`config.mk`:
```
export PLATFORM = sky130hd
export DESIGN_NAME = rr_arbiter8
export DESIGN_NICKNAME = d
export VERILOG_FILES = /design/src/rtl/rr_arbiter8.sv
export SDC_FILE = /design/constraint.sdc
export NUM_CORES = 1
export LEC_CHECK = 0
export ABC_AREA = 0
export CAP_MARGIN = 20
export CORE_AREA = 2 2 60 62
export DETAILED_ROUTE_END_ITERATION = 10
export DIE_AREA = 0 0 62 64
export PLACE_DENSITY = 0.71
export SETUP_SLACK_MARGIN = 0.1
export SYNTH_ARGS = -nofsm -noshare
export SYNTH_HDL_FRONTEND = slang
export SYNTH_SLANG_ARGS = --single-unit
```
`constraint.sdc`:
```
create_clock -name sys_clk -period 7.8 [get_ports sys_clk]
set_input_delay 1.56 -clock sys_clk [delete_from_list [all_inputs] [get_ports sys_clk]]
set_output_delay 1.56 -clock sys_clk [all_outputs]
set_load 0.05 [all_outputs]
```
`src/rtl/rr_arbiter8.sv`:
```
// rr_arbiter8 -- eight-requester round-robin arbiter with bounded hold time.
//
// A single winner is chosen in IDLE by scanning req starting at the priority
// pointer. The grant is held while the winner keeps requesting, for at most
// HOLD_MAX cycles. It is then force-released and preempt pulses. Every
// release passes through exactly one IDLE cycle with grant=0
// (break-before-make). The pointer then moves to the slot after the winner.
//
// Ports:
//   sys_clk      rising-edge clock
//   sys_rst_n    asynchronous active-low reset
//   req[7:0]     request vector, bit i = requester i
//   grant[7:0]   registered one-hot grant, zero when idle
//   grant_idx    binary index of the current/last winner (kept in IDLE)
//   grant_valid  high while a grant is held
//   preempt      one-cycle pulse on a HOLD_MAX forced release
module rr_arbiter8 #(
  parameter int HOLD_MAX = 16   // legal 2..256
) (
  input  logic       sys_clk,
  input  logic       sys_rst_n,
  input  logic [7:0] req,
  output logic [7:0] grant,
  output logic [2:0] grant_idx,
  output logic       grant_valid,
  output logic       preempt
);

  localparam int NUM_LANES = 8;
  localparam int CW        = $clog2(HOLD_MAX);
  localparam logic [CW-1:0] CNT_LAST = CW'(HOLD_MAX - 1);

  typedef enum logic {IDLE, GRANT} state_t;

  state_t        state;
  logic [2:0]    ptr;
  logic [CW-1:0] cnt;

  // Request vector rotated so that bit 0 is the requester at ptr.
  // The scan then becomes a plain lowest-set-bit search.
  logic [NUM_LANES-1:0] rot;
  for (genvar i = 0; i < NUM_LANES; i++) begin : g_rot
    assign rot[i] = req[ptr + 3'(i)];
  end

  logic [2:0] win_off;
  logic [2:0] win_idx;
  logic       found;

  always_comb begin
    win_off = 3'd0;
    found   = 1'b0;
    for (int i = 0; i < NUM_LANES; i++) begin
      if (!found && rot[i]) begin
        win_off = i[2:0];
        found   = 1'b1;
      end
    end
    win_idx = ptr + win_off;   // 3-bit add wraps mod 8
  end

  always_ff @(posedge sys_clk or negedge sys_rst_n) begin
    if (!sys_rst_n) begin
      state       <= IDLE;
      grant       <= 8'h00;
      grant_idx   <= 3'd0;
      grant_valid <= 1'b0;
      preempt     <= 1'b0;
      ptr         <= 3'd0;
      cnt         <= '0;
    end else begin
      preempt <= 1'b0;
      case (state)
        IDLE: begin
          if (|req) begin
            grant_idx   <= win_idx;
            grant       <= 8'(1) << win_idx;
            grant_valid <= 1'b1;
            cnt         <= '0;
            state       <= GRANT;
          end
        end
        GRANT: begin
          // A drop by the winner takes priority over the hold limit.
          // A drop on the last allowed cycle is therefore a normal
          // release, and preempt stays low.
          if (!req[grant_idx] || cnt == CNT_LAST) begin
            grant       <= 8'h00;
            grant_valid <= 1'b0;
            ptr         <= grant_idx + 3'd1;
            preempt     <= req[grant_idx];
            state       <= IDLE;
          end else begin
            cnt <= cnt + 1'b1;
          end
        end
        default: state <= IDLE;
      endcase
    end
  end

endmodule

```
# After elaboration in Yosys (flattened, before gate mapping)
# Index checks and enable logic that the tools add are counted.
[totals]
in_bits = 10
out_inout_bits = 13
mem_bits_rw = 0
regBits = 21
mem_count = 0
latchBits = 0
rom_bits = 0
word_cells = 99
[classes]
div = 0
n_eq_ne = 4
mux = 46
bitwise_logic = 1
n_lt_le_gt_ge = 9
reduce_logical = 21
addsub = 10
mul = 0
n_shift = 1
[op_table]
columns = ["operator", "n"]
rows = [
  ["< comparator 3 x 4 -> 1 bit (second input constant)", 9],
  ["binary-select mux 1 bit (select 3 bit)", 9],
  ["2-to-1 mux 1 bit", 23],
  ["2-to-1 mux 8 bit", 2],
  ["case mux 8 bit (2 select lines)", 1],
  ["2-to-1 mux 3 bit", 5],
  ["adder 3 bit (second input constant)", 4],
  ["zero test 1 bit", 8],
  ["2-to-1 mux 4 bit", 2],
  ["case mux 4 bit (2 select lines)", 1],
  ["AND reduction 2 bit", 4],
  ["OR reduction 8 bit", 1],
  ["left shift 1 x 3 -> 8 bit (first input constant)", 1],
  ["logical AND 1 bit", 7],
  ["adder 3 x 1 -> 3 bit (second input constant)", 2],
  ["adder 3 x 2 -> 3 bit (second input constant)", 2],
  ["adder 4 x 1 -> 4 bit (second input constant)", 1],
  ["equality test 4 bit (second input constant)", 1],
  ["inequality test 2 bit (second input constant)", 2],
  ["case mux 1 bit (2 select lines)", 2],
  ["adder 3 bit", 1],
  ["2-to-1 mux 2 bit", 1],
  ["inequality test 2 x 1 -> 1 bit (second input constant)", 1],
  ["logical OR 1 bit", 1],
  ["inverter 1 bit", 1],
]

# Depth between registers and ports, before layout
[depth]
ltp_word = 28
ltp_mapped = 17
depth_no_buf = 14

# Worst setup path after synthesis
# Ideal clock, no wire load.
[synth_path]
kind = "in2reg"
startpoint = "input port req[7]"
endpoint = "register grant[3]"
t_required_ps = 7678
path_stages = 12
path_slack_ps = 3295
arrival_ps = 4384
n_path_buf = 0
path_cell_list = "mux2_1 -> mux4_1 -> or2_2 -> mux2_2 -> nor3b_1 -> a21oi_1 -> a21oi_1 -> ha_1 -> fa_1 -> nand2_1 -> nor2_1 -> a32o_1"
[synth_between]
elab_chain_len = 28
word_cells_on_any_way = 56
[synth_lines]
columns = ["element", "line_no", "rtl"]
rows = [
  ["start, declared", "22", "input logic [7:0] req,"],
  ["binary-select mux 1 bit (select 3 bit)", "43", "assign rot[i] = req[ptr + 3'(i)];"],
  ["2-to-1 mux 1 bit (not written as such)", "43", ""],
  ["2-to-1 mux 1 bit", "54", "if (!found && rot[i]) begin"],
  ["zero test 1 bit", "54", ""],
  ["logical AND 1 bit", "54", ""],
  ["2-to-1 mux 1 bit", "54", ""],
  ["zero test 1 bit", "54", ""],
  ["logical AND 1 bit", "54", ""],
  ["[13 not listed]", "n/a", ""],
  ["zero test 1 bit", "54", ""],
  ["logical AND 1 bit", "54", ""],
  ["2-to-1 mux 3 bit *", "54", ""],
  ["adder 3 bit *", "59", "win_idx = ptr + win_off;"],
  ["net win_idx[1]", "47", "logic [2:0] win_idx;"],
  ["left shift 1 x 3 -> 8 bit *", "77", "grant <= 8'(1) << win_idx;"],
  ["2-to-1 mux 8 bit *", "75", "if (|req) begin"],
  ["case mux 8 bit (2 select lines) *", "73", "case (state)"],
  ["end signal, assigned", "77", ""],
  ["end, declared", "23", "output logic [7:0] grant,"],
]
# Mark *: on every way through the listed nets, which the timed path passes. The rest lies on a longest branch. The select of a mux whose other input is x is not followed.
# A chain may end at the register's enable or synchronous reset.

# Final worst setup path
# Same ends and word-level chain as after synthesis.

==> results.md <==
* Synthesized cell area at 1610 um^2
* Post-layout util at 57.2%
* RD Place Congestion at 0.828
* # IOs at 23
* Area Growth Syn to Fin at 16.4%
* Syn. warnings at 0
* CP Class: in2reg
* Core area at 3280 um^2
* Post-DR vias/cell at 5.90
* Drt total wl at 3360 um
* CP bufs+invs at 1
* DR pass1 iterations at 4
* Antenna Diode Count at 0
* Final Net Count at 189
* Required time of the critical path at 8.02 ns
* Detailed Route Iter0 Violations at 61
* Peak Freq at 201 MHz
* Worst hold slack at 0.493 ns
* Crit path max-delay family: multiplexers
* Vias in the first global route at 1283
* Mean Syn Cell Area at 10.5 um^2
* EDFF count, synth at 0
* Slew at the pin with the worst max-slew slack at 0.910 ns
* Worst path max stage delay at 0.53 ns
* Yosys reg bits at 21
* Crit-path cells: clkdlybuf4s50_1 > mux2_1 > mux4_1 > or2_2 > mux2_2 > nor3b_1 > a21oi_1 > a21oi_1 > ha_1 > fa_1 > nand2_1 > nor2_1 > a32o_1
* Unique masters post-synth at 43
* Worst skew pair latency at 0.31 ns
* DIE HEIGHT at 64 um
* WL per Instance at 15.4 um
* Max FO, Critical Path at 6
* GRT overflow at 0
* Initial Util at 49.1%
* Unrepaired setup endpoints after global routing: no
* Slew Limit Fails at 0
* Max stage delay cell, worst path: fa_1
* Main flop type after synthesis: dfrtp_1
* Ys async rst share at 100%
* Final hold vios at 0
* CTS tree: done
* Rows at 21
* Drt drc at 0
* Total track usage at 19.7%
* Final cycle utilization of the critical path at 63.7%
* Clock transition at path regs at 0.12 ns
* H-tree depth at 1
* DIE WIDTH at 62 um
* CTS Hold Buffers Added at 0
* Status: finished clean
* Fraction of layout cells with a size suffix above 1 at 13.4%
* PostCTS Resize Cnt at 0
* CTS max path bufs at 2
* Post-CTS setup buffer count at 0
* Post-DP HPWL at 2520 um
* # clock sinks at 21
* CTS buffer count at 3
* Worst rel slew slack at 39.2%
* First-pass GRT wire length at 5950 um
* Total of max-cap violations at 0
* Root buf cell: clkbuf_4
* Final setup vio count at 0
* Fin crit period at 4.97 ns
* Worst EP arrival at 5.19 ns
* Syn_nets at 169
* Worst hold-check path type: reg2reg
* Crit end category: flop
* Via Count at 1286
* Most used cell, CP: a21oi_1
* Synthesized instance count at 153
* Initial antenna violation count at 0
* Setup tns final at 0 ns
* Crit path launch type: primary input
* Clock Skew at 0.00850 ns
* Largest net degree at the start of global routing at 22
* I/O Buffers at 22
* Seq/Total Area, Yosys at 32.6%
* Post-route ant nets at 0
* Die area at 3970 um^2
-- routing by layer --
| layer | up-vias | track usage, % | share of wire [%] |
|---|---|---|---|
| li1 | 614 | - | - |
| met1 | 644 | 26.8 | 44 |
| met2 | 21 | 31.4 | 51 |
| met3 | 7 | 2.63 | 2.3 |
| met4 | 0 | 7.18 | 2.3 |
| met5 | - | 0 | 0 |
-- flip-flops by register name (all words and copies together) (netlist names) --
register and count:
state 1, grant_idx 3, preempt 1, ptr 3, cnt 4, grant 8, grant_valid 1
-- cells by family (layout without fill, tap and decap cells) --
logic type | count (synthesis) | after routing | synth area share (%)
XOR/XNOR | 7 | 7 | 4.26
AND/OR/NAND/NOR | 49 | 49 | 16.0
buffers and inverters | 16 | 35 | 4.81
adder cells (fa/ha/maj) | 6 | 6 | 5.12
flip-flops | 21 | 21 | 32.6
multiplexers | 26 | 26 | 25.0
AO/OA/AOI/OAI | 28 | 28 | 12.2
-- cell usage after synthesis (2+ instances only) --
cell type  instances  area [um^2]
mux2_1             4         45.0
a41o_1             2         20.0
buf_2              2         10.0
clkbuf_1           4         15.0
nand2_1           10         37.5
mux2_2             5         56.3
a21oi_1            7         35.0
o21ai_0            7         35.0
nand2b_1           2         12.5
mux4_2             8          180
buf_6              2         22.5
nand3_1           11         55.1
mux2i_1            7         70.1
o41ai_1            3         26.3
nor4_1             2         12.5
o31ai_1            2         15.0
ha_1               5         62.6
nor2_1             9         33.8
inv_1              8         30.0
or2_1              3         18.8
a32o_1             2         20.0
xor2_1             5         43.8
dfrtp_1           21          526
and3_1             3         18.8
-- stage by stage --
stage | setup slack [ns] | std cells | cell area, um^2
after detailed placement | 2.51 | 214 | 1850
after CTS | 2.85 | 218 | 1880
final | 2.83 | 218 | 1880
after floorplan | 3.29 | 153 | 1610
after global routing | 2.67 | 218 | 1880
after global placement | 2.58 | 214 | 1850
-- cell usage in the layout, fill, tap and decap left out, types with 2 or more instances in the layout --
cell type        netlist  routed
mux2_2                 5       5
o41ai_1                3       3
a21oi_1                7       7
mux2_1                 4       4
nand3_1               11      11
xor2_1                 5       5
nor4_1                 2       2
a32o_1                 2       2
nand2b_1               2       2
inv_1                  8       8
and3_1                 3       3
o31ai_1                2       2
or2_1                  3       3
nand2_1               10      10
dfrtp_1               21      21
mux2i_1                7       7
nor2_1                 9       9
clkbuf_4               0       3
o21ai_0                7       7
clkdlybuf4s50_1        0      22
mux4_2                 8       8
a41o_1                 2       2
ha_1                   5       5
-- layout make-up --
class                   instances  area [um^2]
multi-input cells             116         1010
inverters                       8         30.0
well taps                      46         57.6
clock inverters                 1         5.00
repair buffers                 23          228
flip-flops and latches         21          526
fillers                       296         1410
clock buffers                   3         22.5
-- worst min-delay path, stage by stage (launching register included) --
cell,delay (ns)
dfrtp_1,0.36
nand2_1,0.05
nand2_1,0.06
-- worst paths after layout --
path,startpoint,to,slack [ns],cells past startpoint
min in group asynchronous,sys_rst_n,grant[0],1.74,1
hold reg to reg,grant_valid,grant_valid,0.49,2
hold / removal,grant_valid,grant_valid,0.49,2
setup reg to reg,ptr[0],grant[3],3.23,14
setup / recovery,req[7],grant[3],2.83,13
max in group asynchronous,sys_rst_n,preempt,5.50,1
Power is left out: the tool's default activity adds up to more than one toggle a clock period on the data nets, which glitch-free logic cannot reach.
